==> config.mk <==
export PLATFORM = sky130hd
export DESIGN_NAME = disp_share_sched_flat
export DESIGN_NICKNAME = d
export VERILOG_FILES = /design/src/rtl/disp_share_sched_if.sv /design/src/rtl/disp_share_sched.sv /design/src/flat_wrapper.sv
export SDC_FILE = /design/constraint.sdc
export NUM_CORES = 1
export LEC_CHECK = 0
export CAP_MARGIN = 40
export CELL_PAD_IN_SITES_DETAIL_PLACEMENT = 0
export CELL_PAD_IN_SITES_GLOBAL_PLACEMENT = 1
export CORE_UTILIZATION = 49
export DETAILED_ROUTE_END_ITERATION = 10
export DONT_BUFFER_PORTS = 1
export PLACE_DENSITY = 0.91
export SLEW_MARGIN = 20
export SYNTH_ARGS = -nofsm -noshare
export SYNTH_HDL_FRONTEND = slang
export SYNTH_SLANG_ARGS = --single-unit
==> constraint.sdc <==
create_clock -name clk -period 3.9 [get_ports clk]
set_input_delay 0.585 -clock clk [delete_from_list [all_inputs] [get_ports clk]]
set_output_delay 0.585 -clock clk [all_outputs]
set_load 0.05 [all_outputs]
==> src/rtl/disp_share_sched_if.sv <==
// Display-share bundle: source requests/data in, grant and
// seven-segment drive out.
interface disp_share_sched_if;
    logic [1:0] req;
    logic [7:0] data0;
    logic [7:0] data1;
    logic [1:0] gnt;
    logic [7:0] digit_seg;
    logic [1:0] digit_cath;

    modport master (
        output req, data0, data1,
        input  gnt, digit_seg, digit_cath
    );

    modport slave (
        input  req, data0, data1,
        output gnt, digit_seg, digit_cath
    );
endinterface

==> src/rtl/disp_share_sched.sv <==
// Round-robin owner of the two-digit display with hold time,
// per-frame value latch and blanked digit multiplexing.
module disp_share_sched #(
    parameter int SCAN_DIV  = 1024,
    parameter int BLANK_CYC = 16,
    parameter int HOLD_CYC  = 50000000
) (
    input logic           clk,
    input logic           rst,
    disp_share_sched_if.slave bus
);
    localparam int SW = $clog2(SCAN_DIV);
    localparam int HW = $clog2(HOLD_CYC + 1);

    localparam logic [SW-1:0] SCAN_LAST = SW'(SCAN_DIV - 1);
    localparam logic [SW-1:0] BLANK_END = SW'(BLANK_CYC);
    localparam logic [HW-1:0] HOLD_LAST = HW'(HOLD_CYC - 1);

    localparam logic [1:0] IDLE = 2'd0;
    localparam logic [1:0] OWN0 = 2'd1;
    localparam logic [1:0] OWN1 = 2'd2;

    logic [1:0]    state, state_nxt;
    logic          last, last_nxt;
    logic [HW-1:0] hold, hold_nxt;
    logic [SW-1:0] scan, scan_nxt;
    logic          slot, slot_nxt;
    logic [7:0]    frame, frame_nxt;
    logic [1:0]    gnt_nxt, cath_nxt;
    logic [7:0]    seg_nxt;
    logic [3:0]    nib;

    // Tie goes to whichever source did not own the display last.
    function automatic logic [1:0] pick(
        input logic [1:0] r,
        input logic       l
    );
        unique case (r)
            2'b01:   pick = OWN0;
            2'b10:   pick = OWN1;
            2'b11:   pick = l ? OWN0 : OWN1;
            default: pick = IDLE;
        endcase
    endfunction

    function automatic logic [7:0] hex(input logic [3:0] n);
        unique case (n)
            4'h0: hex = 8'hFC;
            4'h1: hex = 8'h60;
            4'h2: hex = 8'hDA;
            4'h3: hex = 8'hF2;
            4'h4: hex = 8'h66;
            4'h5: hex = 8'hB6;
            4'h6: hex = 8'hBE;
            4'h7: hex = 8'hE0;
            4'h8: hex = 8'hFE;
            4'h9: hex = 8'hF6;
            4'hA: hex = 8'hEE;
            4'hB: hex = 8'h3E;
            4'hC: hex = 8'h9C;
            4'hD: hex = 8'h7A;
            4'hE: hex = 8'h9E;
            default: hex = 8'h8E;
        endcase
    endfunction

    always_comb begin
        state_nxt = state;
        unique case (state)
            OWN0: begin
                if (!bus.req[0])
                    state_nxt = pick(bus.req, last);
                else if (hold >= HOLD_LAST && bus.req[1])
                    state_nxt = OWN1;
            end
            OWN1: begin
                if (!bus.req[1])
                    state_nxt = pick(bus.req, last);
                else if (hold >= HOLD_LAST && bus.req[0])
                    state_nxt = OWN0;
            end
            default: state_nxt = pick(bus.req, last);
        endcase
    end

    always_comb begin
        last_nxt  = last;
        hold_nxt  = hold;
        scan_nxt  = scan;
        slot_nxt  = slot;
        frame_nxt = frame;
        if (state_nxt != state) begin
            if (state_nxt != IDLE)
                last_nxt = (state_nxt == OWN1);
            hold_nxt  = '0;
            scan_nxt  = '0;
            slot_nxt  = 1'b0;
            frame_nxt = (state_nxt == OWN1) ? bus.data1 : bus.data0;
        end else begin
            if (hold < HOLD_LAST)
                hold_nxt = hold + HW'(1);
            if (scan == SCAN_LAST) begin
                scan_nxt = '0;
                slot_nxt = ~slot;
                // High slot ending: a new frame starts on the low digit.
                if (slot)
                    frame_nxt = (state == OWN1) ? bus.data1 : bus.data0;
            end else begin
                scan_nxt = scan + SW'(1);
            end
        end
    end

    always_comb begin
        gnt_nxt = {state_nxt == OWN1, state_nxt == OWN0};
        nib     = slot_nxt ? frame_nxt[7:4] : frame_nxt[3:0];
        seg_nxt = (state_nxt == IDLE) ? 8'h00 : hex(nib);
        if (state_nxt == IDLE || scan_nxt < BLANK_END)
            cath_nxt = 2'b00;
        else
            cath_nxt = slot_nxt ? 2'b10 : 2'b01;
    end

    always_ff @(posedge clk or negedge rst) begin
        if (!rst) begin
            state          <= IDLE;
            last           <= 1'b1;
            hold           <= '0;
            scan           <= '0;
            slot           <= 1'b0;
            frame          <= 8'h00;
            bus.gnt        <= 2'b00;
            bus.digit_seg  <= 8'h00;
            bus.digit_cath <= 2'b00;
        end else begin
            state          <= state_nxt;
            last           <= last_nxt;
            hold           <= hold_nxt;
            scan           <= scan_nxt;
            slot           <= slot_nxt;
            frame          <= frame_nxt;
            bus.gnt        <= gnt_nxt;
            bus.digit_seg  <= seg_nxt;
            bus.digit_cath <= cath_nxt;
        end
    end
endmodule

==> src/flat_wrapper.sv <==
// flat-port wrapper written by rule: the top's interface ports become plain ports
module disp_share_sched_flat 
#(
    parameter int SCAN_DIV  = 1024,
    parameter int BLANK_CYC = 16,
    parameter int HOLD_CYC  = 50000000
)
  (clk, rst, bus_req, bus_data0, bus_data1, bus_gnt, bus_digit_seg, bus_digit_cath);
  disp_share_sched_if bus_i ();
  input logic clk;
  input logic rst;
  input wire logic [$bits(bus_i.req)-1:0] bus_req;
  input wire logic [$bits(bus_i.data0)-1:0] bus_data0;
  input wire logic [$bits(bus_i.data1)-1:0] bus_data1;
  output wire logic [$bits(bus_i.gnt)-1:0] bus_gnt;
  output wire logic [$bits(bus_i.digit_seg)-1:0] bus_digit_seg;
  output wire logic [$bits(bus_i.digit_cath)-1:0] bus_digit_cath;
  assign bus_i.req = bus_req;
  assign bus_i.data0 = bus_data0;
  assign bus_i.data1 = bus_data1;
  assign bus_gnt = bus_i.gnt;
  assign bus_digit_seg = bus_i.digit_seg;
  assign bus_digit_cath = bus_i.digit_cath;
  disp_share_sched #(.SCAN_DIV(SCAN_DIV), .BLANK_CYC(BLANK_CYC), .HOLD_CYC(HOLD_CYC)) u_core (.clk(clk), .rst(rst), .bus(bus_i));
endmodule
== After elaboration in Yosys (flattened, before gate mapping) ==
Memories as Yosys holds them, arrays and structs flattened.
Cells that the tools add are included.
Word-level totals
  memory bits (read-only): 112
  flip-flop bits (word level): 60
  memories kept: 1
  output and inout port bits: 12
  logic and storage cells: 54
  bits of input ports: 20
Memory list
  (no name shown): depth 16, bits a word 7, read ports 1, clocked after Yosys merged registers in 0, wr ports 0, line disp_share_sched.sv:47  | unique case (n)
Cells by class
  muxes and demuxes: 22
  equal/unequal tests: 9
  order comparisons: 3
  bitwise gates (word level): 1
  reductions and logical operators: 7
  add/sub/neg operators: 2
Operator list (number)
  $mux W26: 2
  $mux W8: 6
  $add A26 B1 Y26 const B: 1
  $ge A26 B26 Y1 const B: 1
  $lt A26 B26 Y1 const B: 1
  $mux W10: 2
  $mux W2: 7
  $add A10 B1 Y10 const B: 1
  $eq A10 B10 Y1 const B: 1
  $lt A10 B5 Y1 const B: 1
  $eq A2 B2 Y1 const B: 4
  $eq A2 B1 Y1 const B: 3
  $pmux W2 S3: 1
  $mux W4: 1
  $pmux W2 S2: 1
  $reduce_bool A2 Y1: 2
  $logic_and A1 B1 Y1: 2
  $logic_not A2 Y1: 1
  $mux W1: 2
  $ne A2 B2 Y1: 1
  $reduce_and A2 Y1: 1
  $logic_or A1 B1 Y1: 1
  $not A1 Y1: 1

== Longest topological paths before layout ==
Gate-level depths: netlist (run 1).
An unclocked memory read counts as a cell.
  depth in word-level cells: 11
  depth in mapped cells: 17
  gate-level depth less buffers: 16

== Worst setup path after synthesis (run 1) ==
No wires, ideal clock.
  kind: register to register
  from: reg u_core.hold[7]
  to: reg u_core.bus.digit_seg[1]
  arrival time: 3.269 ns
  cell stages (with the launch flop): 13
  clock period less this slack: 3.363 ns
  path slack: 0.537 ns
  required time: 3.806 ns
  setup time: 0.094 ns
  path buffers: 1
  path through: dfrtp_1 > or4_4 > a211oi_4 > o211ai_4 > nor3_4 > o221a_2 > buf_4 > a31oi_1 > a2bb2oi_1 > inv_1 > ha_1 > mux2_1 > a211oi_1
On the way
  longest elaborated chain between the ends: 11
  elaborated cells on any way between the ends: 17
  those cells by class: order compare: 1; eq/ne: 2; mux: 10; reduce/logical: 3; memory: 1
Ends and longest elaborated chain
  start, declared: line disp_share_sched.sv:25  | logic [HW-1:0] hold, hold_nxt;
  start signal, assigned: line disp_share_sched.sv:138  | hold <= hold_nxt;
  $ge A26 B26 Y1 *: line disp_share_sched.sv:73, disp_share_sched.sv:79
  $logic_and A1 B1 Y1 (on tied branches): line disp_share_sched.sv:79, disp_share_sched.sv:73
  $mux W2 (on tied branches): line disp_share_sched.sv:79, disp_share_sched.sv:73
  $mux W2 (on tied branches): line disp_share_sched.sv:77, disp_share_sched.sv:71
  $pmux W2 S2 *: line disp_share_sched.sv:69  | unique case (state)
  $eq A2 B2 Y1: line disp_share_sched.sv:98  | frame_nxt = (state_nxt == OWN1) ? bus.data1 : bus.data0;
  $mux W8: line disp_share_sched.sv:98
  $mux W8: line disp_share_sched.sv:92  | if (state_nxt != state) begin
  $mux W4: line disp_share_sched.sv:116  | nib = slot_nxt ? frame_nxt[7:4] : frame_nxt[3:0];
  $mem_v2 Z16 W7
  $mux W8 *: line disp_share_sched.sv:117  | seg_nxt = (state_nxt == IDLE) ? 8'h00 : hex(nib);
  named net u_core.seg_nxt[1]: line disp_share_sched.sv:30  | logic [7:0] seg_nxt;
  end signal, assigned: line disp_share_sched.sv:143  | bus.digit_seg <= seg_nxt;
  end, declared: line disp_share_sched_if.sv:18  | output gnt, digit_seg, digit_cath
The timed path passes the listed nets; every way through them passes the cells marked *.
A chain may end at the register's enable or synchronous reset.

== Final worst setup path (run 1) ==
  from: reg u_core.hold[7]
  to: reg u_core.bus.digit_seg[1]
On the way
  longest elaborated chain between the ends: 11
  elaborated cells on any way between the ends: 17
  those cells by class: order compare: 1; eq/ne: 2; mux: 10; reduce/logical: 3; memory: 1
Ends and longest elaborated chain
  $ge A26 B26 Y1 *: line disp_share_sched.sv:73, disp_share_sched.sv:79
  $logic_and A1 B1 Y1 (on tied branches): line disp_share_sched.sv:79, disp_share_sched.sv:73
  $mux W2 (on tied branches): line disp_share_sched.sv:79, disp_share_sched.sv:73
  $mux W2 (on tied branches): line disp_share_sched.sv:77, disp_share_sched.sv:71
  $pmux W2 S2 *: line disp_share_sched.sv:69
  named net u_core.state_nxt[0]: line disp_share_sched.sv:23  | logic [1:0] state, state_nxt;
  $eq A2 B2 Y1: line disp_share_sched.sv:98
  $mux W8: line disp_share_sched.sv:98
  $mux W8: line disp_share_sched.sv:92
  $mux W4: line disp_share_sched.sv:116
  $mem_v2 Z16 W7
  $mux W8 *: line disp_share_sched.sv:117
  named net u_core.seg_nxt[1]: line disp_share_sched.sv:30
Marks and branches as above.

==> impl_metrics.json, run 1 <==
{
  "worstHoldPathType": "input port to async pin",
  "grt_pass1_wl_um": 11900,
  "hold_ws_ns": 0.0890,
  "fmax_mhz": 275,
  "synth_top_area_share_pct": 41.9,
  "syn_to_final_growth_pct": 8.93,
  "seq_area_um2": 1480,
  "worst_slew_pin_slew_ns": 0.585,
  "antenna_cells": 0,
  "cts-buffers-inserted": 9,
  "start_util_pct": 50.9,
  "synthArstFlopShare_pct": 100,
  "cts_tree": "done",
  "fp.coreArea_um2": 6790,
  "antenna_found_initial": 0,
  "first_pass_iters": 4,
  "grt_pass1_vias": 2493,
  "p_seq_share_pct": 34.2,
  "viasPerCell": 5.58,
  "nNetsFinal": 405,
  "clk_pin_slew_worst_paths_ns": 0.07,
  "outcome": "finished clean",
  "grt_max_degree": 59,
  "cts_setup_buffers": 0,
  "reg2reg_from": "u_core.hold[7]$_DFFE_PN0P_",
  "p_leak_nw": 1.66,
  "cts.sinks": 59,
  "peakVddDrop_v": 0.000632,
  "fin_crit_ns": 3.64,
  "wl_um": 6930,
  "top_level_ports": 32,
  "grt.total_usage_pct": 20.9,
  "num_vias": 2652,
  "multi_input_area_um2": 1870,
  "cp-start-kind": "flip-flop",
  "clock_power_share_pct": 18.0,
  "max-slew-margin-rel_pct": 60.9,
  "crit_required_ns": 4.15,
  "setup.worst_path.class": "flip-flop to flip-flop",
  "ys_seq_elements": 59,
  "endpoint_kind": "flip-flop",
  "die_x_um": 86.0,
  "grt_overflow": 0,
  "hpwl_um": 4790,
  "synth.avg_cell_area_um2": 9.28,
  "fill_cells": 598,
  "syn_nets": 403,
  "dp.cells": 459,
  "ys_seq_area_share_pct": 42.7,
  "slew_viol_final": 0,
  "gp_congestion": 0.926,
  "clock_path_buffers": 2,
  "drtIter0Drc": 200,
  "r2r_slack_ns": 0.26,
  "skew_ns": 0.0113,
  "synth_edf_count": 0,
  "synth_cell_types": 59,
  "yosysTopAreaCell": "dfrtp_1",
  "comb_power_share_pct": 47.8,
  "r2r_cells": 13,
  "fin_setup_tns_ns": 0,
  "yosys_warnings": 0,
  "drc": 0,
  "power.internal_w": 0.00154,
  "dieArea_um2": 7400,
  "synth.most_common_cell": "nor2_1",
  "cp.arrival_ns": 3.89,
  "post-route-period-util_pct": 93.2,
  "htree_num_levels": 3,
  "synth_commonest_cells": "nor2_1, dfrtp_1, nand2_1",
  "io_buffers": 0,
  "drtAntennaViolNets": 0,
  "switching_share_pct": 45.3,
  "syn-instance-count": 373,
  "rows": 30,
  "p_per_area_nw_per_um2": 747,
  "die_h_um": 86.0,
  "synth_area_leaders": "dfrtp_1, nor2_1, mux2i_1",
  "fin_cells": 475,
  "critPathMaxFanout": 10,
  "r2r_end": "u_core.bus.digit_seg[1]$_DFF_PN0_",
  "hold_viol_final": 0,
  "clk_latency_ns": 0.34,
  "synth_ff_type": "dfrtp_1",
  "drv_cap": 0,
  "rsz0062_at_grt": "no",
  "syn-cell-area_um2": 3460,
  "finalSetupViolCount": 0,
  "drive_gt1_share_pct": 10.3,
  "routedWlPerCell_um": 14.6,
  "cts-root-buf": "clkbuf_8",
  "power.switching_w": 0.00128
}
kinds of logic after synthesis:
group	after synthesis	synth area share, %
multiplexers	19	5.64
XOR/XNOR	30	7.59
other	1	0.108
AO/OA/AOI/OAI	75	16.0
buffers and inverters	30	3.72
AND/OR/NAND/NOR	149	20.6
flip-flops	59	42.7
adder cells (fa/ha/maj)	10	3.62
critical path: stages, from the launching register on:
cell      delay [ns]
dfrtp_1         0.43
or4_4           0.57
a211oi_4        0.22
o211ai_4        0.20
and3_4          0.24
nor3_4          0.31
inv_2           0.12
o21ai_0         0.25
nand2_1         0.07
o21ai_1         0.21
inv_1           0.16
ha_1            0.25
mux2_1          0.29
a211oi_1        0.23
registers in the layout, summed over array words and instances, names as in the netlist:
signal	count
u_core.frame	8
u_core.hold	26
u_core.state	2
u_core.bus.digit_seg	7
u_core.bus.digit_cath	2
u_core.bus.gnt	2
u_core.last	1
u_core.slot	1
u_core.scan	10
power by group through the flow:
stage | registers (W) | clock network (W) | logic, W
2_1_floorplan | 0.000945 | 0 | 0.00108
3_3_place_gp | 0.000970 | 0 | 0.00130
3_5_place_dp | 0.000972 | 0 | 0.00133
4_1_cts | 0.000964 | 0.000520 | 0.00135
5_1_grt | 0.000981 | 0.000544 | 0.00151
6_report | 0.000964 | 0.000506 | 0.00135
stage by stage:
stage          utilization [%]  area, um2  total power (W)  worst slack (ns)
6_report                  55.5       3770          0.00282             0.265
5_1_grt                   55.5       3770          0.00304           0.00106
4_1_cts                   55.5       3770          0.00283             0.212
3_5_place_dp              52.4       3560          0.00230             0.217
3_3_place_gp              52.4       3560          0.00227             0.347
2_1_floorplan                -       3460          0.00203             0.537
worst max-delay path by stage:
stage                                           from  cells after the start                           endpoint
final                     u_core.hold[7]$_DFFE_PN0P_                     13  u_core.bus.digit_seg[1]$_DFF_PN0_
after global routing      u_core.hold[7]$_DFFE_PN0P_                     13  u_core.bus.digit_seg[1]$_DFF_PN0_
after CTS                 u_core.hold[7]$_DFFE_PN0P_                     13  u_core.bus.digit_seg[1]$_DFF_PN0_
after detailed placement  u_core.hold[7]$_DFFE_PN0P_                     13  u_core.bus.digit_seg[1]$_DFF_PN0_
after global placement    u_core.hold[7]$_DFFE_PN0P_                     13  u_core.bus.digit_seg[1]$_DFF_PN0_
after floorplan           u_core.hold[7]$_DFFE_PN0P_                     12  u_core.bus.digit_seg[1]$_DFF_PN0_
per-layer routing:
| layer | GRT usage (%) | part of all wire (%) | vias up |
|---|---|---|---|
| li1 | - | - | 1310 |
| met1 | 28.6 | 46 | 1272 |
| met2 | 30.7 | 46 | 60 |
| met3 | 6.74 | 6.9 | 10 |
| met4 | 8.18 | 1.6 | 0 |
| met5 | 0 | 0 | - |
area by class of cell:
cell class / count / area share (%)
clock buffers: 13 / 4.48
inverters: 15 / 1.49
multi-input cells: 284 / 49.7
flip-flops and latches: 59 / 39.2
well taps: 96 / 3.19
repair buffers: 6 / 1.73
clock inverters: 2 / 0.266
placed cells by master, fill, tap and decap left out, drive strengths merged, types with 3 or more instances in the layout:
cell type,n
o21ai,16
clkbuf,13
o211ai,3
mux2i,15
nand4,7
a22oi,3
ha,10
inv,15
nor2,60
nor3,3
a21o,3
xor2,17
a31oi,10
xnor2,13
a21oi,15
buf,6
mux2,4
nand2,39
a211oi,10
or3,4
dfrtp,58
and3,9
nand3,15
timing repair:
| action | CTS | global route |
|---|---|---|
| endpoints found under the hold margin | 58 | 0 |
| resized for setup | 0 | 1 |
| hold buffers | 1 | 0 |
| setup endpoints to repair | 0 | 2 |
No activity file was read; power rests on OpenSTA's default activity.
==> run 2: changes to the inputs <==
- CORE_MARGIN: not set -> 2
==> impl_metrics.json, run 2 (synthesized netlist as in run 1, its figures left out) <==
{
  "largest_reg_flops": 26,
  "antenna_cells": 0,
  "cts-buffers-inserted": 9,
  "outcome": "finished clean",
  "drtIter0Drc": 170,
  "cp.arrival_ns": 3.88,
  "antenna_found_initial": 0,
  "grt_max_degree": 59,
  "endpoint_kind": "flip-flop",
  "cts.sinks": 59,
  "drtAntennaViolNets": 0,
  "skew_ns": 0.00900,
  "routedWlPerCell_um": 15.2,
  "drv_cap": 0,
  "clk_latency_ns": 0.34,
  "setup.worst_path.class": "flip-flop to flip-flop",
  "cp_slowest_cell": "dfrtp_1",
  "final_util_pct": 56.0,
  "post-route-period-util_pct": 92.8,
  "hpwl_um": 4990,
  "regMostFlops": "u_core.hold",
  "hold_viol_final": 0,
  "cp_slowest_stage_delay_ns": 0.46,
  "p_per_area_nw_per_um2": 775,
  "dieArea_um2": 7750,
  "drc": 0,
  "die_x_um": 88.0,
  "dp.cells": 459,
  "start_util_pct": 50.7,
  "final_common_cell": "nor2_1",
  "htree_num_levels": 3,
  "clock_path_buffers": 2,
  "grt_pass1_vias": 2529,
  "fin_crit_ns": 3.62,
  "finalSetupViolCount": 0,
  "rsz0062_at_grt": "no",
  "crit_required_ns": 4.16,
  "cts-root-buf": "clkbuf_8",
  "cp-start-kind": "flip-flop",
  "path_cells": "inv_1 -> ha_1 -> a211oi_1 -> a21oi_1 -> o21ai_0 -> a21oi_1 -> nor3_4 -> inv_2 -> o21ai_0 -> nand2_1 -> o21ai_0 -> inv_1 -> ha_1 -> mux2_1 -> a211oi_1",
  "max-slew-margin-rel_pct": 60.7,
  "fin_setup_tns_ns": 0,
  "slew_viol_final": 0,
  "cts_tree": "done",
  "grt.total_usage_pct": 20.7,
  "nNetsFinal": 408,
  "die_h_um": 88.0,
  "grt_overflow": 0,
  "critPathMaxFanout": 6,
  "worst_slew_pin_slew_ns": 0.586,
  "peakVddDrop_v": 0.000802,
  "gp_congestion": 0.874,
  "syn_to_final_growth_pct": 10.6,
  "rows": 30,
  "drive_gt1_share_pct": 11.3,
  "num_vias": 2691,
  "fp.coreArea_um2": 6830,
  "p_leak_nw": 1.69,
  "io_buffers": 0,
  "fill_cells": 621,
  "fin_cells": 478,
  "top_regs": "u_core.hold (26), u_core.scan (10), u_core.frame (8)",
  "ctsResizeCount": 0,
  "fmax_mhz": 276,
  "layout_common_cells": "nor2_1, dfrtp_1, nand2_1",
  "clk_pin_slew_worst_paths_ns": 0.07,
  "wl_um": 7290,
  "cpMostUsedCell": "o21ai_0",
  "first_pass_iters": 4,
  "worstHoldPathType": "input port to async pin",
  "grt_pass1_wl_um": 12200,
  "viasPerCell": 5.63,
  "top_level_ports": 32
}
-- run 2: cell count changes in the layout (fill, tap and decap cells not counted), sizes merged --
cell      change
buf           +3
bufinv        +2
clkinvlp      +1
clkbuf        -3
-- run 2: through the flow --
step	setup slack (ns)	cell area, um2	power (W)	hold WS, ns
after floorplan	0.537	3460	0.00203	0.289
after global placement	0.338	3560	0.00227	0.292
after detailed placement	0.230	3560	0.00230	0.292
after CTS	0.219	3810	0.00295	0.0597
after global routing	0.0108	3830	0.00318	0.0575
final	0.281	3830	0.00297	0.0824
-- run 2: power by group --
group	switching (W)	leakage [nW]	total, W	internal, W
registers	0.000213	0.782	0.000960	0.000748
logic	0.000853	0.798	0.00139	0.000540
clock network	0.000244	0.108	0.000615	0.000371
-- run 2: path summary, 6_finish.rpt --
path | slack (ns) | depth (start not counted) | from | end
worst max-delay path | 0.28 | 15 | u_core.state[0]$_DFF_PN0_ | u_core.bus.digit_seg[1]$_DFF_PN0_
worst min-delay path | 0.08 | 0 | rst | u_core.last$_DFFE_PN1P_
worst max register to register | 0.28 | 15 | u_core.state[0]$_DFF_PN0_ | u_core.bus.digit_seg[1]$_DFF_PN0_
worst min register to register | 0.50 | 1 | u_core.scan[0]$_DFF_PN0_ | u_core.scan[0]$_DFF_PN0_
max in group asynchronous | 3.54 | 1 | rst | u_core.bus.digit_seg[3]$_DFF_PN0_
min in group clk | 0.40 | 2 | bus_data0[4] | u_core.frame[4]$_DFF_PN0_
-- run 2: per-layer routing --
| metal | global-route usage [%] | share of wire (%) | vias to the layer above |
|---|---|---|---|
| met5 | 0 | 0 | - |
| met4 | 7.58 | 1.8 | 0 |
| met3 | 6.88 | 5.6 | 10 |
| met2 | 31.5 | 47 | 68 |
| met1 | 27.7 | 46 | 1297 |
| li1 | - | - | 1316 |
-- run 2: repair_timing --
item / CTS / global route
hold buffers: 1 / 0
endpoints found under the setup margin: 0 / 2
endpoints found under the hold margin: 58 / 0
setup buffers: 0 / 3
-- run 2: cell type report --
cell class	instances	area, um2	area share, %
Clock inverter	5	77.6	2.03
Inverter	15	56.3	1.47
Timing Repair Buffer	9	87.6	2.29
Clock buffer	10	138	3.59
Sequential cell	59	1480	38.6
Tap cell	96	120	3.14
Multi-Input combinational cell	284	1870	48.9
-- run 2: critical path: cells and delay by family, from the launching register on --
family,cells,cell delay [ns]
AO/OA/AOI/OAI,7,1.36
adder cells (fa/ha/maj),2,0.64
buffers and inverters,3,0.40
flip-flops,1,0.46
multiplexers,1,0.29
AND/OR/NAND/NOR,2,0.38
